`src/rtl/fphub_mult_arbiter.sv`:
```
`default_nettype none
// ============================================================================
//  Module   : fphub_mult_arbiter
//  Purpose  : Round-robin sharing of one external HUB multiplier between
//             NUM_REQ requesters, with a tagged, registered output stage.
//  Revision : 1.0
// ============================================================================
module fphub_mult_arbiter #(
    parameter int NUM_REQ = 2,
    parameter int E       = 5,
    parameter int M       = 10,
    parameter int WIDTH   = E + M + 1,
    parameter int IDW     = (NUM_REQ > 1) ? $clog2(NUM_REQ) : 1
) (
    input  logic                            clk_i,
    input  logic                            rst_i,
    input  logic [NUM_REQ-1:0]              req_valid_i,
    output logic [NUM_REQ-1:0]              req_ready_o,
    input  logic [NUM_REQ-1:0][WIDTH-1:0]   req_x_i,
    input  logic [NUM_REQ-1:0][WIDTH-1:0]   req_y_i,
    input  logic                            flush_i,
    output logic [WIDTH-1:0]                mul_x_o,
    output logic [WIDTH-1:0]                mul_y_o,
    input  logic [WIDTH-1:0]                mul_z_i,
    output logic                            out_valid_o,
    input  logic                            out_ready_i,
    output logic [WIDTH-1:0]                out_result_o,
    output logic [IDW-1:0]                  out_id_o,
    output logic                            busy_o
);

    logic                 out_valid_q, out_valid_d;
    logic [WIDTH-1:0]     out_result_q, out_result_d;
    logic [IDW-1:0]       out_id_q, out_id_d;
    logic [IDW-1:0]       ptr_q, ptr_d;

    logic                 gnt_found;
    logic [IDW-1:0]       gnt_idx;
    logic [NUM_REQ-1:0]   gnt_oh;
    logic [WIDTH-1:0]     gnt_x;
    logic [WIDTH-1:0]     gnt_y;
    logic                 can_accept;
    logic                 accept;

    // Two descending scans: the wrapped segment (i < ptr) first, then the
    // segment at/after ptr overrides it, so the lowest index >= ptr wins.
    always_comb begin
        gnt_found = 1'b0;
        gnt_idx   = '0;
        gnt_oh    = '0;
        gnt_x     = '0;
        gnt_y     = '0;
        for (int i = NUM_REQ - 1; i >= 0; i--) begin
            if (req_valid_i[i] && (i < int'(ptr_q))) begin
                gnt_found = 1'b1;
                gnt_idx   = IDW'(i);
                gnt_oh    = '0;
                gnt_oh[i] = 1'b1;
                gnt_x     = req_x_i[i];
                gnt_y     = req_y_i[i];
            end
        end
        for (int i = NUM_REQ - 1; i >= 0; i--) begin
            if (req_valid_i[i] && (i >= int'(ptr_q))) begin
                gnt_found = 1'b1;
                gnt_idx   = IDW'(i);
                gnt_oh    = '0;
                gnt_oh[i] = 1'b1;
                gnt_x     = req_x_i[i];
                gnt_y     = req_y_i[i];
            end
        end
    end

    assign can_accept  = !flush_i && (!out_valid_q || out_ready_i);
    assign accept      = gnt_found && can_accept;
    assign req_ready_o = accept ? gnt_oh : '0;
    assign mul_x_o     = gnt_x;
    assign mul_y_o     = gnt_y;

    always_comb begin
        out_valid_d  = out_valid_q;
        out_result_d = out_result_q;
        out_id_d     = out_id_q;
        ptr_d        = ptr_q;
        if (accept) begin
            out_valid_d  = 1'b1;
            out_result_d = mul_z_i;
            out_id_d     = gnt_idx;
            ptr_d        = (gnt_idx == IDW'(NUM_REQ - 1)) ? '0 : gnt_idx + IDW'(1);
        end else if (flush_i || out_ready_i) begin
            // Drain or flush: payload is left in place, only valid drops.
            out_valid_d  = 1'b0;
        end
    end

    always_ff @(posedge clk_i) begin
        if (rst_i) begin
            out_valid_q  <= 1'b0;
            out_result_q <= '0;
            out_id_q     <= '0;
            ptr_q        <= '0;
        end else begin
            out_valid_q  <= out_valid_d;
            out_result_q <= out_result_d;
            out_id_q     <= out_id_d;
            ptr_q        <= ptr_d;
        end
    end

    assign out_valid_o  = out_valid_q;
    assign out_result_o = out_result_q;
    assign out_id_o     = out_id_q;
    assign busy_o       = out_valid_q || (|req_valid_i);

endmodule
`default_nettype wire
```
`config.mk`:
```
export PLATFORM = sky130hd
export DESIGN_NAME = fphub_mult_arbiter
export DESIGN_NICKNAME = d
export VERILOG_FILES = /design/src/rtl/fphub_mult_arbiter.sv
export SDC_FILE = /design/constraint.sdc
export NUM_CORES = 1
export LEC_CHECK = 0
export CORE_ASPECT_RATIO = 1.1
export CORE_MARGIN = 2
export CORE_UTILIZATION = 28
export DETAILED_ROUTE_END_ITERATION = 12
export PLACE_DENSITY_LB_ADDON = 0.15
export SLEW_MARGIN = 5
export SYNTH_ARGS = -nofsm -noshare
export SYNTH_HDL_FRONTEND = slang
export SYNTH_SLANG_ARGS = --single-unit
export TNS_END_PERCENT = 30
```
`constraint.sdc`:
```
create_clock -name clk_i -period 3.32 [get_ports clk_i]
set_clock_uncertainty 0.2 [all_clocks]
set_input_delay 0.664 -clock clk_i [delete_from_list [all_inputs] [get_ports clk_i]]
set_output_delay 0.664 -clock clk_i [all_outputs]
set_load 0.01 [all_outputs]
```
Word-level counts from Yosys, hierarchy flattened
Cells that the tools add are included.

Add/sub/neg operators: 1. Order comparisons: 2. Muxes and demuxes: 18. Reduce and logical (&&, ||, !) cells: 11.

Operators with widths (number): 2-to-1 mux 16 bit (6); 2-to-1 mux 1 bit (9); 2-to-1 mux 2 bit (3); logical AND 1 bit (4); logical OR 1 bit (3); logical NOT 1 bit (2); nonzero test 2 bit (1); OR reduction 2 bit (1); adder 1 bit, second input constant (1); >= comparator 1 bit, first input constant (1); less-than comparator 1 bit, first input constant (1).

Flip-flop bits (word level): 19. Input port bits: 86. Output and inout port bits: 53. Logic and storage cells: 36.

Logic depth before layout (Yosys ltp)
Gate-level depths: netlist of the first run.

Depth after elaboration: 7. Depth in mapped cells: 5. Gate-level depth less buffers: 3.

Worst setup path before layout of the first run
OpenSTA, ideal clock, no wires.

Kind: input-to-output. From: input out_ready_i. To: output req_ready_o[0]. Data arrival time: 1385 ps. Slack: 1071 ps. Cell stages on the path: 5. Buffers on the path: 2. Cells stage by stage: nor2b_1 -> nor3_2 -> buf_4 -> buf_8 -> and2_1.

Cells in the longest elaborated chain, start to end: 4.

RTL lines: from (decl) (RTL line 26) `input logic out_ready_i,`; logical OR 1 bit (RTL line 75) `assign can_accept = !flush_i && (!out_valid_q || out_ready_i);`; logical AND 1 bit (RTL line 75); logical AND 1 bit (RTL line 76) `assign accept = gnt_found && can_accept;`; 2-to-1 mux 2 bit (RTL line 77) `assign req_ready_o = accept ? gnt_oh : '0;`; to (decl) (RTL line 18) `output logic [NUM_REQ-1:0] req_ready_o,`.

Every way passes these cells.

Final worst setup path of the first run
From: input req_valid_i[0]. To: output req_ready_o[0].

Cells in the longest elaborated chain, start to end: 6. Elaborated cells on any way between the ends: 10. Classes of those cells: 7 x mux; 3 x reduce/logical.

RTL lines: from (decl) (RTL line 17) `input logic [NUM_REQ-1:0] req_valid_i,`; logical AND 1 bit (RTL line 54) `if (req_valid_i[i] && (i < int'(ptr_q))) begin`; 2-to-1 mux 1 bit (RTL line 54); 2-to-1 mux 1 bit (2 in a row) (RTL line 64) `if (req_valid_i[i] && (i >= int'(ptr_q))) begin`; logical AND 1 bit (RTL line 76); 2-to-1 mux 2 bit (*) (RTL line 77).

Every way passes the cells marked *; elsewhere a longest branch is shown, timed or not.

==> results.tsv, run 1 <==
metric	value	unit
ys_ff_latch	19	
clk_pin_slew	0.07	ns
ioPinCount	139	
grt_max_degree	34	
critPathRequiredTime	2.46	ns
hp-start	out_result_o[10]	
cts_hold_buffers	0	
fin_nets	349	
synthArstFlopShare	0	%
tightest_slew	0.310	ns
syn_avg_cell_area	8.74	µm²
p_leak	1.05	nW
min_period	3.22	ns
synthTopCellsByArea	dfxtp_1, a22o_1, mux2i_1	
insertedDiodeCount	0	
cts_made_buffers	3	
fp.dieW	64.0	µm
critical_path.cell_chain	clkdlybuf4s50_1 > inv_1 > a21oi_2 > buf_12 > and2_1 > clkdlybuf4s50_1	
path_common_cell	clkdlybuf4s50_1	
drv_cap	0	
finalWorstSetupSlack	0.104	ns
synth_top_area_share	34.3	%
initial_core_util	28.6	%
synth_top_area_cell	dfxtp_1	
dpl.hpwl	3.52	mm
num-fill-cells	322	
drtIter0Drc	42	
ff_latch_area	380	µm²
clock-sinks	19	
grt_usage	19.2	%
core	0.00387	mm²
cts-root-buf	clkbuf_8	
crit_type	in -> out	
row_count	24	
drive_gt1_share	4.58	%
grt_overflow_total	0	
cts_setup_buffers	0	
synth_area	0.00111	mm²
drt-total-wl	4.36	mm
ys_types	22	
cts_buffer_depth	2	
synth_cells	127	
worstSetupEndpointType	output pin	
h-tree-depth	1	
clock_latency	0.25	ns
ys_seq_area_share	34.3	%
crit_start	req_valid_i[0]	
arrival	2.35	ns
hold_viol	0	
relSlewSlack	79.3	%
crit_family	buffers and inverters	
powerDensity	284	mW/mm²
ir_worst_vdd	0.000242	V
timing.rr.start	out_valid_o	
multi_input_area	664	µm²
timing.critical_path.buf_inv	4	
slew_violations	0	
min_path_type	reg -> reg	
first_pass_iters	4	
via_per_inst	4.67	
vias	1466	
gp_congestion	0.753	
tns	0	ns
ys_warn_count	0	
crit_slowest_cell	clkdlybuf4s50_1	
grt_pass1_vias	1378	
post-place-ws	0.100	ns
layout_commonest_cell	clkdlybuf4s50_1	
setup_viol	0	
fmax	311	MHz
avgRoutedWirePerCell	13.9	µm
postRouteAntennaNets	0	
fin_util	67.4	%
synth_edf_count	0	
syn_to_final_growth	135	%
start_kind	primary input	
grt_antenna_before_repair	0	
cts_tree	done	
synth_ff_type	dfxtp_1	
die_area	0.00448	mm²
grt_pass1_wl	6.94	mm
cp_slowest_stage_delay	0.57	ns
syn_nets	213	
outcome	finished, final reports clean	
fin_crit_sh	96.9	%
whs	0.261	ns
io_buffers	138	
drc	0	
die_h	70.0	µm
worstPathMaxFanout	33	
rsz0062_at_grt	false	
layout.cells.most_common_list	clkdlybuf4s50_1, nand2_1, a22o_1	
## metal layers
metal | up-vias | track usage (%) | share of wire (%) | wire (µm)
met5 | - | 0 | 0 | 0
met4 | 0 | 4.59 | 1.1 | 47
met3 | 4 | 3.70 | 7.7 | 335
met2 | 72 | 36.5 | 51 | 2240
met1 | 656 | 21.5 | 40 | 1730
li1 | 734 | - | - | -
## cells by family after synthesis
group,count (synthesis),synth area share [%]
muxes,16,14.4
DFF,19,34.3
and+or+nand+nor,42,15.9
AOI/OAI and AO/OA,37,29.0
buffers and inverters,13,6.43
## final timing paths
check                           slack, ns  depth (start not counted)          endpoint
worst min-delay path                 0.26                          2  out_result_o[10]
worst min register to register       0.26                          2  out_result_o[10]
worst max-delay path                 0.10                          6    req_ready_o[0]
worst max register to register       1.81                          4             ptr_q
## flip-flops by register name, summed over array words and instances, names as in the netlist
name	count
out_result_o	16
ptr_q	1
out_id_o	1
out_valid_o	1
## where the power goes
group / switching, mW / total [mW] / internal (mW)
clock: 0.0748 / 0.159 / 0.0844
sequential: 0.00794 / 0.251 / 0.243
combinational: 0.110 / 0.331 / 0.220
## repair_timing
item                       CTS  global route
hold endpoints to repair     0             0
setup endpoints to repair    0             3
gates resized for setup      0             3
## worst register-to-register path, cell delays in order, from the launching register on
cell	delay (ns)
dfxtp_1	0.34
nor2b_1	0.30
nor3_4	0.06
buf_4	0.23
o221a_2	0.27
## Yosys cell counts, types with 2 or more instances
| library cell | n |
|---|---|
| dfxtp_1 | 19 |
| mux2i_1 | 16 |
| clkbuf_1 | 3 |
| buf_2 | 6 |
| nand2_1 | 33 |
| nor2_1 | 2 |
| a22o_1 | 32 |
| nor3_1 | 2 |
## area by class of cell
cell class / count / share of cell area [%]
timing repair buffer: 142 / 55.3
multi-input combinational: 95 / 25.5
sequential: 19 / 14.6
tap: 52 / 2.49
clock buffer: 3 / 1.58
clock inverter: 1 / 0.288
inverter: 2 / 0.288
## metrics by stage
step	instances	instance area (µm²)	power (mW)
6_report	314	2610	0.741
3_5_place_dp	310	2550	0.590
4_1_cts	314	2600	0.753
3_3_place_gp	310	2550	0.588
2_1_floorplan	127	1110	0.373
5_1_grt	314	2610	0.782
Power figures use the tool's default switching activity.
==> run 2, diff against run 1 <==
- MAX_ROUTING_LAYER: unset -> met4
==> run 2 against run 1 <==
Net effect:
- clock-buffer cell count unchanged
- first-iteration DRC count up 26%
- clock power about the same
- fmax about the same
- global-route usage up 0.56 points
- critical path depth unchanged
- critical path type unchanged
- highest routed layer unchanged
==> results.tsv, run 2 (same netlist as run 1, synthesis figures left out) <==
metric	value	unit
first_pass_iters	4	
busiest_layer	met2	
ioPinCount	139	
setup_viol	0	
die_h	70.0	µm
powerDensity	284	mW/mm²
h-tree-depth	1	
layout.cells.most_common_list	clkdlybuf4s50_1, nand2_1, a22o_1	
design_area	0.00261	mm²
postRouteAntennaNets	0	
crit_family	buffers and inverters	
cts_setup_buffers	0	
start_kind	primary input	
relSlewSlack	79.3	%
min_period	3.21	ns
cp_slowest_stage_delay	0.57	ns
drive_gt1_share	4.58	%
core	0.00387	mm²
arrival	2.35	ns
critPathRequiredTime	2.46	ns
fmax	311	MHz
grt_pass1_wl	6.96	mm
hold_viol	0	
initial_core_util	28.6	%
placed_area	0.00255	mm²
clock-sinks	19	
grt_overflow_total	0	
layout_commonest_cell	clkdlybuf4s50_1	
p_leak	1.05	nW
fp.dieW	64.0	µm
dpl.hpwl	3.52	mm
min_path_type	reg -> reg	
multi_input_area	664	µm²
row_count	24	
largest_reg_flops	16	
die_area	0.00448	mm²
grt_max_degree	34	
grt_pass1_vias	1372	
worstPathMaxFanout	33	
grt_usage	19.8	%
tightest_slew	0.310	ns
syn_to_final_growth	135	%
ir_worst_vdd	0.000244	V
crit_type	in -> out	
fin_crit_sh	96.8	%
rsz0062_at_grt	false	
cts-root-buf	clkbuf_8	
met3_usage	3.38	%
via_per_inst	4.62	
fin_nets	349	
drt-total-wl	4.38	mm
vias	1452	
drv_cap	0	
tns	0	ns
critical_path.cell_chain	clkdlybuf4s50_1 > inv_1 > a21oi_2 > buf_12 > and2_1 > clkdlybuf4s50_1	
path_common_cell	clkdlybuf4s50_1	
slew_violations	0	
avgRoutedWirePerCell	14.0	µm
cts_buffer_depth	2	
outcome	finished, final reports clean	
grtUsageMet1	21.7	%
gp_congestion	0.763	
ff_latch_area	380	µm²
drtIter0Drc	53	
drc	0	
grt.met2_usage	36.6	%
num-fill-cells	322	
cts_tree	done	
insertedDiodeCount	0	
grt_antenna_before_repair	0	
clk_pin_slew	0.07	ns
post-place-cells	310	
crit_slowest_cell	clkdlybuf4s50_1	
clock_latency	0.25	ns
worstSetupEndpointType	output pin	
cts_made_buffers	3	
final_cells	314	
timing.critical_path.buf_inv	4	
io_buffers	138	
## run 2: cell counts in the layout (fill, tap and decap cells not counted)
No cell type changed its count.
## run 2: repair_timing
action / in CTS / in global routing
hold buffers: 0 / 0
resized for setup: 0 / 3
endpoints found under the setup margin: 0 / 3
hold endpoints to repair: 0 / 0
## run 2: area by class of cell
type,instances,share of cell area [%]
repair buffers,142,55.3
inverters,2,0.288
flip-flops and latches,19,14.6
well taps,52,2.49
clock buffers,3,1.58
multi-input cells,95,25.5
clock inverters,1,0.288
## run 2: worst min-delay path, stage by stage, from the launching register on
cell	delay, ns
dfxtp_1	0.31
nand2_1	0.05
mux2i_1	0.05
## run 2: final timing paths
| kind | startpoint | end | slack [ns] | cells after the start |
|---|---|---|---|---|
| worst max-delay path | req_valid_i[0] | req_ready_o[0] | 0.11 | 6 |
| worst min-delay path | out_result_o[10] | out_result_o[10] | 0.26 | 2 |
| worst max register to register | out_valid_o | ptr_q | 1.81 | 4 |
| worst min register to register | out_result_o[10] | out_result_o[10] | 0.26 | 2 |
## run 2: power by group
part | leakage, nW | switching, mW | internal [mW]
Combinational | 0.874 | 0.111 | 0.220
Sequential | 0.156 | 0.00799 | 0.243
Clock | 0.0217 | 0.0754 | 0.0844
## run 2: metrics by stage
stage	worst slack (ns)	power, mW	utilization, %	hold WS [ns]
2_1_floorplan	1.07	0.373	-	0.279
3_3_place_gp	0.102	0.588	65.9	0.242
3_5_place_dp	0.100	0.590	65.9	0.250
4_1_cts	0.0976	0.753	67.2	0.266
5_1_grt	0.000779	0.782	67.4	0.277
6_report	0.106	0.742	67.4	0.262
## run 2: per-layer routing
layer | vias to the layer above | routed length, µm
met4 | 0 | 47
met3 | 4 | 318
met1 | 642 | 1760
li1 | 734 | -
met2 | 72 | 2260
met5 | - | 0
==> run 3, diff against run 2 <==
- CTS_CLUSTER_SIZE: unset -> 30
- SLEW_MARGIN: 5 -> 20
==> results of run 3 <==
No change in the layout: final DEF, timing and power equal those of run 2.
